## src/rtl/arm_mem_pkg.sv

```systemverilog
// Shared definitions for the ARM-pipeline data memory path.
// Holds the SRAM controller FSM state type, SRAM bus widths, the default
// base address of data memory and the latched request record.
package arm_mem_pkg;

  localparam int SRAM_AW = 18;   // half-word address width
  localparam int SRAM_DW = 16;   // SRAM data bus width
  localparam int WIDX_W  = SRAM_AW - 1;  // 32-bit word index width

  localparam logic [31:0] BASE_ADDR_DEF = 32'd1024;

  typedef enum logic [1:0] {
    ST_IDLE,
    ST_LOW,
    ST_HIGH,
    ST_DONE
  } mem_state_t;

  // Request captured in IDLE and held for the whole access.
  typedef struct packed {
    logic        is_wr;   // 1 = write; rd_en wins when both are high
    logic        err;     // address failed the range check
    logic [31:0] addr;
    logic [31:0] wdata;
  } mem_req_t;

endpackage

```

## src/rtl/sram_wait_cnt.sv

```systemverilog
// 3-bit wait-state down-counter for the SRAM controller.
// Ports:
//   clk, rst  - clock, asynchronous active-low reset
//   load      - load load_val (has priority over dec)
//   load_val  - phase length in cycles (1..7)
//   dec       - decrement by one (saturates at 0)
//   cnt       - current count
//   tc        - terminal count: this is the last cycle of the phase
module sram_wait_cnt (
  input  logic       clk,
  input  logic       rst,
  input  logic       load,
  input  logic [2:0] load_val,
  input  logic       dec,
  output logic [2:0] cnt,
  output logic       tc
);

  always_ff @(posedge clk or negedge rst) begin
    if (!rst)                     cnt <= 3'd0;
    else if (load)                cnt <= load_val;
    else if (dec && cnt != 3'd0)  cnt <= cnt - 3'd1;
  end

  // Count is loaded with the phase length, so value 1 marks its last cycle.
  assign tc = (cnt == 3'd1);

endmodule

```

## src/rtl/sram_ctrl.sv

```systemverilog
// 32-bit data memory controller in front of a 16-bit asynchronous SRAM.
// Each access is split into a LOW half-word phase and a HIGH half-word
// phase of WAIT_CYCLES cycles each, followed by a one-cycle DONE.
// The pipeline is frozen while ready is 0.
//
// Parameters:
//   WAIT_CYCLES - cycles per half-word phase, 1..7
//   BASE_ADDR   - first byte address of data memory
// Ports:
//   clk, rst     - clock, asynchronous active-low reset
//   rd_en/wr_en  - MEM-stage request (both high = read)
//   address      - byte address, write_data - store data
//   read_data    - load data, held until the next read completes
//   ready        - access complete / idle
//   sram_addr    - half-word address, sram_dq_out/sram_dq_in - data bus
//   sram_dq_oe   - data bus drive enable, sram_we_n - write strobe
//   addr_err     - sticky address error flag
// Build option:
//   SRAM_CTRL_RANGE_CHK_EN - flag accesses below BASE_ADDR or misaligned;
//                            such accesses never strobe the SRAM and read 0.
module sram_ctrl
  import arm_mem_pkg::*;
#(
  parameter int          WAIT_CYCLES = 2,
  parameter logic [31:0] BASE_ADDR   = BASE_ADDR_DEF
) (
  input  logic                clk,
  input  logic                rst,
  input  logic                rd_en,
  input  logic                wr_en,
  input  logic [31:0]         address,
  input  logic [31:0]         write_data,
  output logic [31:0]         read_data,
  output logic                ready,
  output logic [SRAM_AW-1:0]  sram_addr,
  output logic [SRAM_DW-1:0]  sram_dq_out,
  input  logic [SRAM_DW-1:0]  sram_dq_in,
  output logic                sram_dq_oe,
  output logic                sram_we_n,
  output logic                addr_err
);

  localparam logic [2:0] WAIT_LD = 3'(WAIT_CYCLES);

  mem_state_t         state, state_nxt;
  mem_req_t           req_q;
  logic               req_hit;
  logic               latch;
  logic               cnt_load, cnt_dec, cnt_tc;
  logic [2:0]         cnt;
  logic               new_err;
  logic [WIDX_W-1:0]  widx;
  logic               do_wr;

  assign req_hit = rd_en | wr_en;

`ifdef SRAM_CTRL_RANGE_CHK_EN
  assign new_err = (address < BASE_ADDR) || (address[1:0] != 2'b00);
`else
  assign new_err = 1'b0;
`endif

  // ---------------------------------------------------------------------
  // Wait-state counter
  // ---------------------------------------------------------------------
  sram_wait_cnt u_wait_cnt (
    .clk      (clk),
    .rst      (rst),
    .load     (cnt_load),
    .load_val (WAIT_LD),
    .dec      (cnt_dec),
    .cnt      (cnt),
    .tc       (cnt_tc)
  );

  // ---------------------------------------------------------------------
  // FSM
  // ---------------------------------------------------------------------
  always_ff @(posedge clk or negedge rst) begin
    if (!rst) state <= ST_IDLE;
    else      state <= state_nxt;
  end

  always_comb begin
    state_nxt = state;
    latch     = 1'b0;
    cnt_load  = 1'b0;
    cnt_dec   = 1'b0;
    ready     = 1'b0;
    case (state)
      ST_IDLE: begin
        if (req_hit) begin
          latch     = 1'b1;
          cnt_load  = 1'b1;
          state_nxt = ST_LOW;
        end else begin
          ready = 1'b1;
        end
      end
      ST_LOW: begin
        // Reload on the last LOW cycle so HIGH gets a full phase.
        if (cnt_tc) begin
          cnt_load  = 1'b1;
          state_nxt = ST_HIGH;
        end else begin
          cnt_dec = 1'b1;
        end
      end
      ST_HIGH: begin
        cnt_dec = 1'b1;
        if (cnt_tc) state_nxt = ST_DONE;
      end
      ST_DONE: begin
        ready     = 1'b1;
        state_nxt = ST_IDLE;
      end
      default: state_nxt = ST_IDLE;
    endcase
  end

  // ---------------------------------------------------------------------
  // Request capture
  // ---------------------------------------------------------------------
  always_ff @(posedge clk or negedge rst) begin
    if (!rst) begin
      req_q <= '0;
    end else if (latch) begin
      req_q.is_wr <= wr_en & ~rd_en;
      req_q.err   <= new_err;
      req_q.addr  <= address;
      req_q.wdata <= write_data;
    end
  end

`ifdef SRAM_CTRL_RANGE_CHK_EN
  always_ff @(posedge clk or negedge rst) begin
    if (!rst)                 addr_err <= 1'b0;
    else if (latch && new_err) addr_err <= 1'b1;
  end
`else
  assign addr_err = 1'b0;
`endif

  // ---------------------------------------------------------------------
  // Read data capture: sample the bus on the last cycle of each phase,
  // when the SRAM has had the full wait time to settle.
  // ---------------------------------------------------------------------
  always_ff @(posedge clk or negedge rst) begin
    if (!rst) begin
      read_data <= '0;
    end else if (!req_q.is_wr && cnt_tc) begin
      if (state == ST_LOW)
        read_data[15:0]  <= req_q.err ? 16'h0000 : sram_dq_in;
      else if (state == ST_HIGH)
        read_data[31:16] <= req_q.err ? 16'h0000 : sram_dq_in;
    end
  end

  // ---------------------------------------------------------------------
  // SRAM bus. Decoded only from registered state, so a reset drops the
  // strobe immediately and nothing restarts until a fresh request.
  // ---------------------------------------------------------------------
  assign widx  = WIDX_W'((req_q.addr - BASE_ADDR) >> 2);
  assign do_wr = req_q.is_wr && !req_q.err &&
                 (state == ST_LOW || state == ST_HIGH);

  always_comb begin
    sram_addr   = '0;
    sram_dq_out = '0;
    case (state)
      ST_LOW:  sram_addr = {widx, 1'b0};
      ST_HIGH: sram_addr = {widx, 1'b1};
      default: sram_addr = '0;
    endcase
    if (do_wr)
      sram_dq_out = (state == ST_HIGH) ? req_q.wdata[31:16] : req_q.wdata[15:0];
  end

  assign sram_we_n  = ~do_wr;
  assign sram_dq_oe = do_wr;

endmodule

```

## config.mk

```make
export PLATFORM = sky130hd
export DESIGN_NAME = sram_ctrl
export DESIGN_NICKNAME = d
export VERILOG_FILES = /design/src/rtl/arm_mem_pkg.sv /design/src/rtl/sram_wait_cnt.sv /design/src/rtl/sram_ctrl.sv
export SDC_FILE = /design/constraint.sdc
export NUM_CORES = 1
export LEC_CHECK = 0
export ABC_AREA = 1
export BUFFER_PORTS_ARGS = -buffer_cell sky130_fd_sc_hd__buf_2
export CORE_MARGIN = 10
export CORE_UTILIZATION = 35
export DETAILED_ROUTE_END_ITERATION = 7
export PLACE_DENSITY_LB_ADDON = 0.3
export SYNTH_ARGS = -nofsm -noshare
export SYNTH_HDL_FRONTEND = slang
export SYNTH_SLANG_ARGS = --single-unit
```

## constraint.sdc

```tcl
create_clock -name clk -period 2.4 [get_ports clk]
set_clock_uncertainty 0.05 [all_clocks]
set_input_delay 0.48 -clock clk [delete_from_list [all_inputs] [get_ports clk]]
set_output_delay 0.48 -clock clk [all_outputs]
set_load 0.1 [all_outputs]
```

==> impl_metrics.csv, run 1 <==
group,metric,value,unit
finish,fillCellCount,1017,
run,max_cap_viol_count,0,
setup_path,cpMaxStageDelayCell,"dfrtp_1",
route,vias,3535,
clocking,max-clock-path-buffers,2,
setup_path,cp.arrival,1880,ps
setup_path,slowest_delay,380,ps
timing,worstMarginPinSlew,514,ps
grt,use_met3,0.0659,
placed_design,dp_hpwl,8.15,mm
setup_path,cp_cell_sequence,"inv_2 > ha_4 > inv_4 > nor2_4 > buf_12 > clkinv_4 > nor2_2 > buf_12",
grt,grt_usage,0.141,
logic_synthesis,netlist_area,3950,sq um
clocking,cts_buffers,9,
grt,grt_pass1_vias,3641,
finish,layout-drive-gt1-share,0.365,
clocking,cts_tree,"yes",
timing,clock.fmax,0.415,GHz
status,failed_checks,"setup timing",
logic_synthesis,ys_seq_area_frac,0.552,
timing,rsz0062_at_grt,"true",
setup_path,r2r_slack,630,ps
floorplan,fp.coreArea,10900,sq um
grt,gr-usage-met1,0.165,
route,avgViaCountPerCell,4.60,
clocking,cts_root_buf,"clkbuf_16",
timing,min_period,2410,ps
clocking,h-tree-depth,3,
placed_design,dpl-instance-area,5520,sq um
setup_path,crit_top_cell,"buf_12",
finish,stdcell_area,6040,sq um
floorplan,start_util,0.361,
timing,finalHoldViolCount,0,
clocking,worstSkewPairLatency,340,ps
placed_design,routabilityCongestion,0.772,
finish,syn2layout_area_growth,53.1,%
route,ant_nets,0,
setup_path,cp-end-kind,"primary output",
finish,n_antenna_cell,0,
grt,grt_pass1_wl,18.5,mm
finish,final_nets,716,
status,outcome,"finished, violations left",
grt,grt_max_degree,49,
route,wl_per_cell,14.8,um
logic_synthesis,synth_cell_types,23,
route,dr.pass1.iters,4,
timing,slew_viol_final,0,
setup_path,crit_required,1870,ps
setup_path,worst_setup_path_start_kind,"flop",
placed_design,port_buffers,137,
grt,grt-busiest-layer,"met2",
logic_synthesis,synth_seq_cells,87,
route,drcViolationCount,0,
grt,antenna_found_initial,1,
min_path,hp-class,"in2async",
floorplan,rows,38,
floorplan,die_w,126,um
setup_path,critical_path.max_fanout,6,
grt,gr-total-overflow,0,
clocking,cts.clk_slew.worst_paths,60,ps
setup_path,cp_num_buf_inv,5,
floorplan,die_area,15900,sq um
grt,met2_usage,0.218,
timing,setup_viol,6,
floorplan,fp.dieH,126,um
clocking,holdBufCountCts,0,
floorplan,io_pins,154,
logic_synthesis,synth_area_per_cell,8.24,sq um
route,drtIter0Drc,150,
timing,fin_tns_setup,-23.9,ps
timing,finalCritPeriodShare,1.00,
clocking,clkSinkCount,87,
timing,timing.final.ws_setup,-9.90,ps
route,wl,11.4,mm
timing,slew_headroom,0.660,
setup_path,path_class,"reg2out",
logic_synthesis,synthCells,479,
logic_synthesis,synth_fp_nets,572,
logic_synthesis,yosysWarnings,0,
setup_path,cpLargestDelayFamily,"buffers and inverters",
layout make-up:
class	instances	area, sq um	area share
clock inverter	3	17.5	0.00290
tap	140	175	0.0290
inverter	62	253	0.0418
timing repair buffer	152	1360	0.226
multi-input combinational	308	1760	0.291
sequential	87	2180	0.360
clock buffer	13	260	0.0431
timing repair inverter	3	33.8	0.00559
logic make-up after synthesis:
family	after synthesis	share of synthesized area
other cells	1	0.000951
compound gates	105	0.133
simple gates	190	0.191
fa+ha+maj	9	0.0285
xor+xnor	2	0.00444
flops	87	0.552
buf+inv	85	0.0898
layout by cell type, fill, tap and decap left out, drive strengths merged:
cell	n
buf	151
nand2	146
dfrtp	87
o21ai	85
inv	62
nor2	35
a21oi	20
clkbuf	13
ha	9
nand3	8
clkinv	5
xnor2	2
nand3b	1
nand4	1
conb	1
clkinvlp	1
bufbuf	1
sequential cells by signal (all words and copies together), names as in the netlist:
register	cells
read_data	32
state	2
req_q	50
u_wait_cnt.cnt	3
worst reg2reg max path: stages, from the launching register on:
cell and delay, ps:
dfrtp_1 400, buf_4 150, ha_4 180, bufbuf_16 320, nand3_1 100, buf_4 300
nand2_1 90, o21ai_1 90
path summary, 6_finish.rpt:
kind,startpoint,end,cells after the start
worst max-delay path,state[0],sram_addr[3],8
worst min-delay path,rst,req_q[45],1
worst max register to register,state[1],read_data[27],7
worst min register to register,req_q[0],req_q[0],2
max in group asynchronous,rst,req_q[29],2
min in group clk,write_data[11],req_q[11],3
Yosys cell counts, drive strengths merged:
master | count | area share
a21oi | 20 | 0.025
conb | 1 | 0.00095
xnor2 | 2 | 0.0044
nand3b | 1 | 0.0019
inv | 62 | 0.059
nor2 | 34 | 0.037
buf | 16 | 0.024
o21ai | 85 | 0.11
dfrtp | 87 | 0.55
ha | 9 | 0.029
nand3 | 8 | 0.011
clkbuf | 7 | 0.0070
nand2 | 146 | 0.14
nand4 | 1 | 0.0016
per-stage QoR:
stage | hold WS, ps | util | std cells | setup slack [ps]
6_report | 14.4 | 0.552 | 768 | -9.90
5_1_grt | 41.7 | 0.552 | 768 | -74.7
4_1_cts | 19.1 | 0.541 | 764 | -1.29
3_5_place_dp | 389 | 0.505 | 740 | 124
3_3_place_gp | 384 | 0.505 | 740 | 182
2_1_floorplan | 134 | - | 479 | -234
routing by layer:
metal / up-vias / routed length [um]
li1: 1794 / -
met4: 2 / 214
met1: 1617 / 4960
met2: 106 / 5130
met3: 16 / 1060
met5: - / 10
repair_timing:
item	in CTS	in global routing
buffers inserted	6	1
setup endpoints to repair	34	33
cloned	2	3
pin swaps	2	4
resized for setup	19	28
Power of run 1 is left out: the tool's default activity adds up to more than one toggle a clock period on the data nets, which glitch-free logic cannot reach.
==> run 2: changes to the inputs <==
BUFFER_PORTS_ARGS = -buffer_cell sky130_fd_sc_hd__buf_4   (was -buffer_cell sky130_fd_sc_hd__buf_2)
CORE_UTILIZATION = 43   (was 35)
==> run 2 against run 1 <==
- the run now ends clean
- sequential share of layout area down 1.0 points
- final cell count down 4.6%
- die area down 16%
- critical path type unchanged
- critical endpoint is now sram_addr[13]
- highest routed layer is now met4
==> impl_metrics.csv, run 2 (same netlist as run 1, synthesis figures left out) <==
group,metric,value,unit
status,outcome,"complete, no violations",
timing,slew_headroom,0.569,
clocking,worstSkewPairLatency,350,ps
floorplan,rows,34,
timing,rsz0062_at_grt,"true",
clocking,clkSinkCount,87,
setup_path,crit_required,1870,ps
grt,grt_pass1_vias,3714,
timing,setup_viol,0,
finish,fillCellCount,652,
finish,regMostFlops,"req_q",
clocking,max-clock-path-buffers,2,
floorplan,io_pins,154,
floorplan,start_util,0.448,
finish,reg_top3,"req_q x50, read_data x32, u_wait_cnt.cnt x3",
timing,min_period,2390,ps
route,drcViolationCount,0,
min_path,hp-class,"in2async",
timing,slew_viol_final,0,
finish,final_cell_mix,"nand2_1, buf_4, dfrtp_1, inv_1, buf_12",
clocking,cts.clk_slew.worst_paths,100,ps
route,dr.pass1.iters,4,
timing,finalCritPeriodShare,0.998,
grt,grt_max_degree,51,
setup_path,worstReg2RegStart,"state[1]",
route,wl_per_cell,16.0,um
route,vias,3592,
finish,final_common_cell,"nand2_1",
grt,gr-total-overflow,0,
setup_path,cp.arrival,1860,ps
placed_design,routabilityCongestion,0.787,
clocking,cts_buffers,9,
route,avgViaCountPerCell,4.90,
grt,grt_usage,0.169,
placed_design,dp_hpwl,7.97,mm
setup_path,r2r_slack,520,ps
grt,antenna_found_initial,0,
setup_path,cp-end-kind,"primary output",
setup_path,r2r-end,"u_wait_cnt.cnt[0]",
clocking,cts_root_buf,"clkbuf_8",
route,ant_nets,0,
clocking,cts_tree,"yes",
floorplan,die_area,13400,sq um
setup_path,path_class,"reg2out",
clocking,h-tree-depth,3,
route,wl,11.7,mm
run,max_cap_viol_count,0,
finish,final_nets,713,
finish,largest_reg_flops,50,
grt,grt_pass1_wl,18.3,mm
timing,worstMarginPinSlew,647,ps
finish,fin_util,0.706,
timing,finalHoldViolCount,0,
placed_design,port_buffers,137,
floorplan,fp.coreArea,8810,sq um
floorplan,die_w,116,um
setup_path,critical_path.max_fanout,8,
finish,layout-drive-gt1-share,0.381,
setup_path,worst_setup_path_start_kind,"flop",
route,drtIter0Drc,235,
setup_path,r2r_cells,9,
floorplan,fp.dieH,116,um
timing,clock.fmax,0.418,GHz
finish,syn2layout_area_growth,57.7,%
finish,n_antenna_cell,0,
==> run 2: cell types whose count changed in the layout (fill, tap and decap cells not counted), sizes merged <==
cell / before / now
bufbuf: 1 / 0
nor2: 35 / 34
clkinv: 5 / 2
clkinvlp: 1 / 3
clkbuf: 13 / 9
inv: 62 / 66
==> run 2: worst max-delay path, stage by stage, from the launching register on <==
cell	delay (ps)
dfrtp_1	400
inv_2	80
ha_4	320
inv_4	50
nor2_4	90
buf_12	140
o21ai_2	70
a21oi_4	150
buf_12	190
==> run 2: how the worst max path moves through the flow <==
stage	from	to	slack, ps
floorplan	state[0]	sram_dq_out[4]	-230
global placement	state[0]	sram_addr[13]	90
detailed placement	state[1]	sram_addr[13]	40
CTS	state[0]	sram_dq_out[2]	-20
global route	req_q[42]	sram_addr[17]	-110
finish	state[1]	sram_addr[13]	6
==> run 2: cell type report <==
cell class                 count  area, sq um  share of cell area
clock inverter                 7         62.6              0.0101
sequential                    87         2180               0.350
inverter                      62          260              0.0418
tap                          108          135              0.0217
clock buffer                   9          124              0.0199
multi-input combinational    307         1840               0.296
timing repair inverter         2         27.5             0.00443
timing repair buffer         151         1590               0.256
==> run 2: timing repair <==
item,4_1_cts,5_1_grt
buffers inserted,5,1
pin swaps,2,1
gates resized for setup,79,90
hold buffers,0,0
setup endpoints to repair,33,33
cloned,0,2
==> run 2: per-layer routing <==
metal | up-vias | share of wire | GRT usage
li1 | 1776 | - | -
met1 | 1715 | 0.42 | 0.199
met2 | 84 | 0.51 | 0.287
met3 | 17 | 0.056 | 0.0491
met4 | 0 | 0.018 | 0.0584
met5 | - | 0 | 0
==> run 2: metrics by stage <==
| stage | std cells | hold slack, ps | TNS (ps) | setup WS [ps] | instance area (sq um) |
|---|---|---|---|---|---|
| 2_1_floorplan | 479 | 134 | -4460 | -234 | 4220 |
| 3_3_place_gp | 709 | 399 | 0 | 94.9 | 5320 |
| 3_5_place_dp | 709 | 404 | 0 | 42.5 | 5320 |
| 4_1_cts | 730 | 99.4 | -54.1 | -24.9 | 5840 |
| 5_1_grt | 733 | 104 | -1220 | -106 | 6220 |
| 6_report | 733 | 79.6 | 0 | 5.83 | 6220 |
Power of run 2 is left out for the same reason.
